===== config.mk =====
export PLATFORM = sky130hd
export DESIGN_NAME = frame_rd_sched
export DESIGN_NICKNAME = d
export VERILOG_FILES = /design/src/rtl/frame_rd_sched.sv
export SDC_FILE = /design/constraint.sdc
export NUM_CORES = 1
export LEC_CHECK = 0
export CAP_MARGIN = 0
export CORE_AREA = 3 3 126 128
export CTS_CLUSTER_DIAMETER = 50
export CTS_CLUSTER_SIZE = 16
export DETAILED_ROUTE_END_ITERATION = 7
export DIE_AREA = 0 0 129 131
export PLACE_DENSITY = 0.83
export SYNTH_ARGS = -nofsm -noshare
export SYNTH_HDL_FRONTEND = slang
export SYNTH_SLANG_ARGS = --single-unit

===== constraint.sdc =====
create_clock -name pcie_clk -period 4 [get_ports pcie_clk]
set_input_delay 0.6 -clock pcie_clk [delete_from_list [all_inputs] [get_ports pcie_clk]]
set_output_delay 0.6 -clock pcie_clk [all_outputs]
set_load 0.03 [all_outputs]

===== src/rtl/frame_rd_sched.sv =====
`default_nettype none
// ============================================================================
// Module   : frame_rd_sched
// Purpose  : Read-side scheduler for the HDMI-to-PCIe frame FIFO. It accepts
//            one-cycle burst requests from the host DMA read engine. It waits
//            for enough FIFO water level, with a timeout. It then issues a
//            fixed-length burst of beat slots and pads underruns with a fill
//            word. It tracks beat and frame position so the host can align
//            beats to frames.
// Revision : 1.0 - initial release
// ============================================================================
module frame_rd_sched #(
   parameter int unsigned  BURST_LEN   = 256,
   parameter int unsigned  FRAME_BEATS = 153600,
   parameter int unsigned  LEVEL_W     = 13,
   parameter int unsigned  TIMEOUT     = 1023,
   parameter logic [127:0] FILL_WORD   = 128'hAAAAAAAA_AAAAAAAA_AAAAAAAA_AAAAAAAA
) (
   input  logic               pcie_clk,
   input  logic               rst_n,
   input  logic               cfg_en,
   input  logic               frame_sync,
   input  logic               host_req,
   output logic               host_ack,
   output logic               busy,
   output logic               fifo_rd_en,
   input  logic [127:0]       fifo_rd_data,
   input  logic               fifo_empty,
   input  logic [LEVEL_W-1:0] fifo_level,
   output logic               out_vld,
   output logic [127:0]       out_data,
   output logic               out_sof,
   output logic               out_last,
   output logic [31:0]        frame_cnt,
   output logic [15:0]        underrun_cnt,
   output logic [1:0]         state
);

   // Timeout counter only needs to reach TIMEOUT.
   localparam int unsigned     C_TO_W      = (TIMEOUT > 0) ? $clog2(TIMEOUT + 1) : 1;
   localparam logic [C_TO_W-1:0] C_TO_LIMIT = C_TO_W'(TIMEOUT);
   localparam logic [11:0]     C_LAST_SLOT = 12'(BURST_LEN - 1);
   localparam logic [17:0]     C_LAST_BEAT = 18'(FRAME_BEATS - 1);

   typedef enum logic [1:0] {
      S_IDLE  = 2'd0,
      S_WAIT  = 2'd1,
      S_BURST = 2'd2
   } state_t;

   state_t              state_q, state_d;
   logic [C_TO_W-1:0]   to_q, to_d;
   logic [11:0]         slot_q, slot_d;
   logic [17:0]         beat_q, beat_d;
   logic                frame_pend_q, frame_pend_d;
   logic [31:0]         frame_cnt_q, frame_cnt_d;
   logic [15:0]         underrun_q, underrun_d;
   logic                vld_q, vld_d;
   logic                rd_q, rd_d;
   logic                sof_q, sof_d;
   logic                last_q, last_d;

   logic                w_level_ok;
   logic                w_slot;
   logic                w_apply_frame;

   assign w_level_ok = (32'(fifo_level) >= BURST_LEN);

   // FSM state register, timeout counter and burst slot counter.
   always_ff @(posedge pcie_clk or negedge rst_n) begin
      if (!rst_n) begin
         state_q <= S_IDLE;
         to_q    <= '0;
         slot_q  <= '0;
      end else begin
         state_q <= state_d;
         to_q    <= to_d;
         slot_q  <= slot_d;
      end
   end

   // Next state, request acceptance and per-slot FIFO read strobe.
   always_comb begin
      state_d       = state_q;
      to_d          = to_q;
      slot_d        = slot_q;
      host_ack      = 1'b0;
      fifo_rd_en    = 1'b0;
      w_slot        = 1'b0;
      w_apply_frame = 1'b0;
      case (state_q)
         S_IDLE: begin
            // A pending or same-cycle frame start is applied before a new
            // burst is accepted, so that burst begins at beat 0.
            w_apply_frame = frame_pend_q | frame_sync;
            if (host_req && cfg_en) begin
               host_ack = 1'b1;
               state_d  = S_WAIT;
               to_d     = '0;
               slot_d   = '0;
            end
         end
         S_WAIT: begin
            if (!cfg_en) begin
               state_d = S_IDLE;
            end else if (w_level_ok || (to_q == C_TO_LIMIT)) begin
               // A timeout forces the burst out even though it may be padded.
               state_d = S_BURST;
               slot_d  = '0;
            end else begin
               to_d = to_q + C_TO_W'(1);
            end
         end
         S_BURST: begin
            // Never strobe an empty FIFO; the slot is padded instead.
            w_slot     = 1'b1;
            fifo_rd_en = ~fifo_empty;
            // A burst always runs to completion, even if cfg_en drops.
            if (slot_q == C_LAST_SLOT) begin
               state_d = S_IDLE;
            end else begin
               slot_d = slot_q + 12'd1;
            end
         end
         default: begin
            state_d = S_IDLE;
         end
      endcase
   end

   // Beat output stage, beat/frame position and underrun statistics.
   always_ff @(posedge pcie_clk or negedge rst_n) begin
      if (!rst_n) begin
         beat_q       <= '0;
         frame_pend_q <= 1'b0;
         frame_cnt_q  <= '0;
         underrun_q   <= '0;
         vld_q        <= 1'b0;
         rd_q         <= 1'b0;
         sof_q        <= 1'b0;
         last_q       <= 1'b0;
      end else begin
         beat_q       <= beat_d;
         frame_pend_q <= frame_pend_d;
         frame_cnt_q  <= frame_cnt_d;
         underrun_q   <= underrun_d;
         vld_q        <= vld_d;
         rd_q         <= rd_d;
         sof_q        <= sof_d;
         last_q       <= last_d;
      end
   end

   // Each slot becomes a beat one cycle later; frame starts only land in IDLE.
   always_comb begin
      beat_d       = beat_q;
      frame_cnt_d  = frame_cnt_q;
      underrun_d   = underrun_q;
      frame_pend_d = frame_pend_q | frame_sync;
      vld_d        = w_slot;
      rd_d         = w_slot & fifo_rd_en;
      sof_d        = w_slot & (beat_q == 18'd0);
      last_d       = w_slot & (slot_q == C_LAST_SLOT);
      if (w_apply_frame) begin
         beat_d       = '0;
         frame_cnt_d  = frame_cnt_q + 32'd1;
         frame_pend_d = 1'b0;
      end else if (w_slot) begin
         beat_d = (beat_q == C_LAST_BEAT) ? 18'd0 : beat_q + 18'd1;
      end
      if (w_slot && fifo_empty && (underrun_q != 16'hFFFF)) begin
         underrun_d = underrun_q + 16'd1;
      end
   end

   // The FIFO presents read data one cycle after the strobe, i.e. in the
   // beat cycle, so the pad/real selection is made here rather than stored.
   assign out_data     = vld_q ? (rd_q ? fifo_rd_data : FILL_WORD) : 128'd0;
   assign out_vld      = vld_q;
   assign out_sof      = sof_q;
   assign out_last     = last_q;
   assign busy         = (state_q != S_IDLE);
   assign state        = state_q;
   assign frame_cnt    = frame_cnt_q;
   assign underrun_cnt = underrun_q;

endmodule
`default_nettype wire


Word level (Yosys, flattened, before mapping) --
Index checks and enable logic that the tools add are counted. Widths: inputs -> output; s select.
Storage, ports and cells: word-level logic and storage cells 73, bits in registers 95, bits of input ports 147
Cells by class: bitwise gates (word level) 5, eq/ne operators 13, reduce and logical (&&, ||, !) cells 13, $add $sub $neg 5, mux-type cells 25, order comparisons 1
Operators by type and width (count):
- $mux 128 | 2
- $mux 18 | 3
- $mux 12 | 4
- $pmux 12 s3 | 1
- $add 32x1->32 const B | 1
- $mux 10 | 3
- $pmux 10 s2 | 1
- $add 18x1->18 const B | 1
- $eq 18x18->1 const B | 1
- $logic_not 18->1 | 1
- $add 16x1->16 const B | 1
- $ne 16x16->1 const B | 1
- $ge 13x9->1 const B | 1
- $add 12x1->12 const B | 1
- $eq 12x8->1 const B | 1
- $ne 2x2->1 const B | 6
- $add 10x1->10 const B | 1
- $eq 10x10->1 const B | 1
- $mux 2 | 4
- $mux 1 | 6
- $pmux 2 s3 | 1
- $reduce_bool 2->1 | 3
- $reduce_and 5->1 | 1
- $reduce_and 4->1 | 1
- other kinds (11) | 15

Depth between registers and ports, before layout --
depth in word-level cells 5, gate-level depth with buffers 9

Worst setup path after synthesis --
No wires, ideal clock.
path kind register -> output, start reg vld_q, in the netlist out_vld, end out out_data[11], path slack 1623 ps, stages on the path, launching flop included 4, arrival time 1777 ps, cell sequence dfrtp_1 clkbuf_1 clkbuf_1 a21boi_0
On the way: cells in the longest elaborated chain, start to end 1
RTL lines:
- start: declaration | line 58 | logic vld_q, vld_d;
- start signal: assignment | line 147 | vld_q <= vld_d;
- $mux 128 | line 178 | assign out_data = vld_q ? (rd_q ? fifo_rd_data : FILL_WORD) : 128'd0;
- end: declaration | line 31 | output logic [127:0] out_data,
Every way passes these cells.

Worst setup path after layout --
start reg rd_q, end out out_data[78]
On the way: cells in the longest elaborated chain, start to end 2
RTL lines:
- start: declaration | line 59 | logic rd_q, rd_d;
- start signal: assignment | line 148 | rd_q <= rd_d;
- $mux 128 (2 in series) | line 178
Every way passes these cells.

==> results.sh <==
export IMPL_root_buffer="clkbuf_16"
export IMPL_avgSynthCellArea_um2=8.613
export IMPL_track_usage_pct=28.36
export IMPL_start_kind="register"
export IMPL_relSlewSlack_pct=28.09
export IMPL_cts_hold_buf=0
export IMPL_num_nets_final=1150
export IMPL_multi_input_area_um2=3172
export IMPL_cp_max_fo=128
export IMPL_rrSetupSlack_ns=1.57
export IMPL_drtAntennaViolNets=0
export IMPL_antenna_found_initial=6
export IMPL_netlist_area_um2=6021
export IMPL_final_cells=1192
export IMPL_drive_gt1_share_pct=3.892
export IMPL_p_leak_nw=4.349
export IMPL_clk_insertion_delay_late_ns=0.34
export IMPL_synth_distinct_cells=59
export IMPL_ff_latch_area_um2=2385
export IMPL_synth_top_flop_cell="dfrtp_1"
export IMPL_synth_top_area_share_pct=39.48
export IMPL_crit_required_ns=3.40
export IMPL_r2r_end="beat_q[2]"
export IMPL_yosys_top_cells_area="dfrtp_1 (39%), and3_1 (8.7%), a21boi_0 (8.0%)"
export IMPL_period_share_pct=81.10
export IMPL_start_util_pct=40.20
export IMPL_yosys_warnings=0
export IMPL_buffer_ports_inserted=322
export IMPL_grt_pass1_wl_um=36100
export IMPL_ys_seq_area_share_pct=39.48
export IMPL_rows=45
export IMPL_wirelength_um=25440
export IMPL_cts_tree="yes"
export IMPL_skew_ns=0.007927
export IMPL_first_iter_violations=419
export IMPL_crit_type="reg2out"
export IMPL_route_detailed_wl_per_inst_um=21.34
export IMPL_ir_worst_vdd_mv=0.3315
export IMPL_utilization_pct=64.50
export IMPL_tns_ns=0
export IMPL_comb_power_share_pct=31.2
export IMPL_max_freq_mhz=308.3
export IMPL_total_power_mw=3.006
export IMPL_yosysTopAreaCell="dfrtp_1"
export IMPL_h_tree_depth=3
export IMPL_syn_nets=852
export IMPL_cts_made_buffers=9
export IMPL_ys_ff_latch=95
export IMPL_num_vias=6490
export IMPL_fillers=1261
export IMPL_area_growth_syn_to_layout_pct=60.45
export IMPL_worst_hold_path_type="in2async"
export IMPL_seqPwrFrac_pct=41.4
export IMPL_startpoint="rd_q"
export IMPL_finalSetupViolations=0
export IMPL_drc=0
export IMPL_rsz0062_at_grt="false"
export IMPL_clk_pin_slew_ns=0.06
export IMPL_vias_per_cell=5.445
export IMPL_crit_path_end="out_data[78]"
export IMPL_finalHoldViolCount=0
export IMPL_cp_arrival_ns=2.64
export IMPL_status="completed"
export IMPL_clock_sinks=95
export IMPL_reg2reg_depth=7
export IMPL_drv_slew=0
export IMPL_die_area_um2=16900
export IMPL_post_cts_buffers=0
export IMPL_chipHeight_um=131
export IMPL_synth_edf_count=0
export IMPL_netSwitchingPower_mw=1.034
export IMPL_grt_pass1_vias=5932
export IMPL_clk_path_buf_depth=2
export IMPL_power_density_nw_per_um2=311.2
export IMPL_die_w_um=129
export IMPL_grt_ovfl_total=0
export IMPL_intPower_mw=1.972
export IMPL_io_pins=331
export IMPL_cts_resized=0
export IMPL_async_flop_share_pct=100.0
export IMPL_core_area_um2=14980
export IMPL_syn_inst=699
export IMPL_swShare_pct=34.40
export IMPL_placed_cells=1174
export IMPL_grt_max_degree=129
export IMPL_r2r_start="state[0]"
export IMPL_p_clk_share_pct=27.4
export IMPL_hpwl_um=19330
export IMPL_place_gp_congestion=0.9176
export IMPL_end_kind="output port"
export IMPL_cap_violations=0
export IMPL_period_needed_ns=3.244
export IMPL_worst_slew_pin_slew_ns=1.079
export IMPL_first_pass_iters=4
[sequential cells by signal (all words and copies together) (netlist names)]
signal        count
frame_cnt        32
out_vld           1
frame_pend_q      1
out_sof           1
slot_q           12
to_q             10
state             2
underrun_cnt     16
beat_q           18
out_last          1
rd_q              1
[through the flow]
step                      setup slack [ns]  hold slack, ns  instance area (um^2)
after CTS                           0.7688          0.4572                  9656
after detailed placement             1.137          0.4664                  9370
after global routing                0.6378          0.4774                  9658
after global placement               1.137          0.4553                  9370
final                               0.7560          0.3949                  9661
after floorplan                      1.623          0.3044                  6021
[routing by layer]
layer  share of wire [%]  track usage [%]  wire [um]
met1                  40            36.62      10090
met2                  49            46.40      12490
met3                 8.7            8.211       2202
met4                 2.4            8.462        604
met5                0.20                0         51
[power by group through the flow]
stage                     clock network (mW)  logic, mW  registers, mW
after floorplan                            0      0.456           1.27
after global placement                     0      0.924           1.25
after detailed placement                   0      0.939           1.25
after CTS                              0.836      0.944           1.24
after global routing                   0.875       1.00           1.26
final                                  0.822      0.938           1.25
[cells in the mapped netlist, types with 3 or more instances]
cell type / n
xnor2_1: 43
nand3_1: 42
nor2_1: 29
o31ai_1: 4
xor2_1: 6
inv_1: 84
nand4_1: 27
and3_1: 84
ha_1: 6
o22ai_1: 4
a31oi_1: 8
o21ai_0: 20
and4_1: 6
mux2i_1: 5
buf_2: 5
a21oi_1: 12
dfrtp_1: 95
nor4_1: 8
a22o_1: 4
nor3_1: 4
a21boi_0: 64
mux2_2: 5
nor4_4: 3
and2_1: 6
nand2_1: 49
a21o_1: 3
clkbuf_1: 31
[cells by family (layout without fill, tap and decap cells)]
group,Yosys count,in the layout,share of synthesized area (%)
AOI/OAI and AO/OA,143,143,16.79
xor gates and xnor gates,49,49,7.128
adders and majority gates,6,6,1.247
buffers and inverters,123,426,7.835
DFF,95,95,39.48
muxes,10,10,1.766
other,0,2,0
and+or+nand+nor,273,273,25.75
[final cells by class]
class	count	share of cell area, %
multi-input cells	481	32.83
clock inverters	4	0.2979
repair buffers	326	33.78
clock buffers	12	2.655
flip-flops and latches	95	24.69
inverters	84	3.264
diodes	2	0.05181
well taps	188	2.435
[worst max-delay path, stage by stage, from the launching register on]
cell and delay (ns):
dfrtp_4 1.05, and3_1 0.29, clkdlybuf4s50_1 0.83
[cell usage in the layout, fill, tap and decap left out, types with 5 or more instances in the layout]
master,Yosys,routed
a21boi_0,64,64
a21oi_1,12,12
a31oi_1,8,8
and2_1,6,6
and3_1,84,84
and4_1,6,6
clkbuf_16,0,9
clkdlybuf4s50_1,0,321
dfrtp_1,95,93
ha_1,6,6
inv_1,84,84
mux2_2,5,5
mux2i_1,5,5
nand2_1,49,49
nand3_1,42,42
nand4_1,27,27
nor2_1,29,29
nor4_1,8,8
o21ai_0,20,20
xnor2_1,43,43
xor2_1,6,6
[worst min-delay path by stage]
| stage | depth (start not counted) | slack, ns | from | endpoint |
|---|---|---|---|---|
| floorplan | 0 | 0.30 | rst_n | beat_q[0] |
| global placement | 1 | 0.46 | to_q[7] | to_q[7] |
| detailed placement | 1 | 0.47 | to_q[7] | to_q[7] |
| CTS | 1 | 0.46 | rst_n | underrun_cnt[2] |
| global route | 1 | 0.48 | rst_n | underrun_cnt[2] |
| finish | 1 | 0.39 | rst_n | underrun_cnt[2] |
No activity file was read; power rests on OpenSTA's default activity.
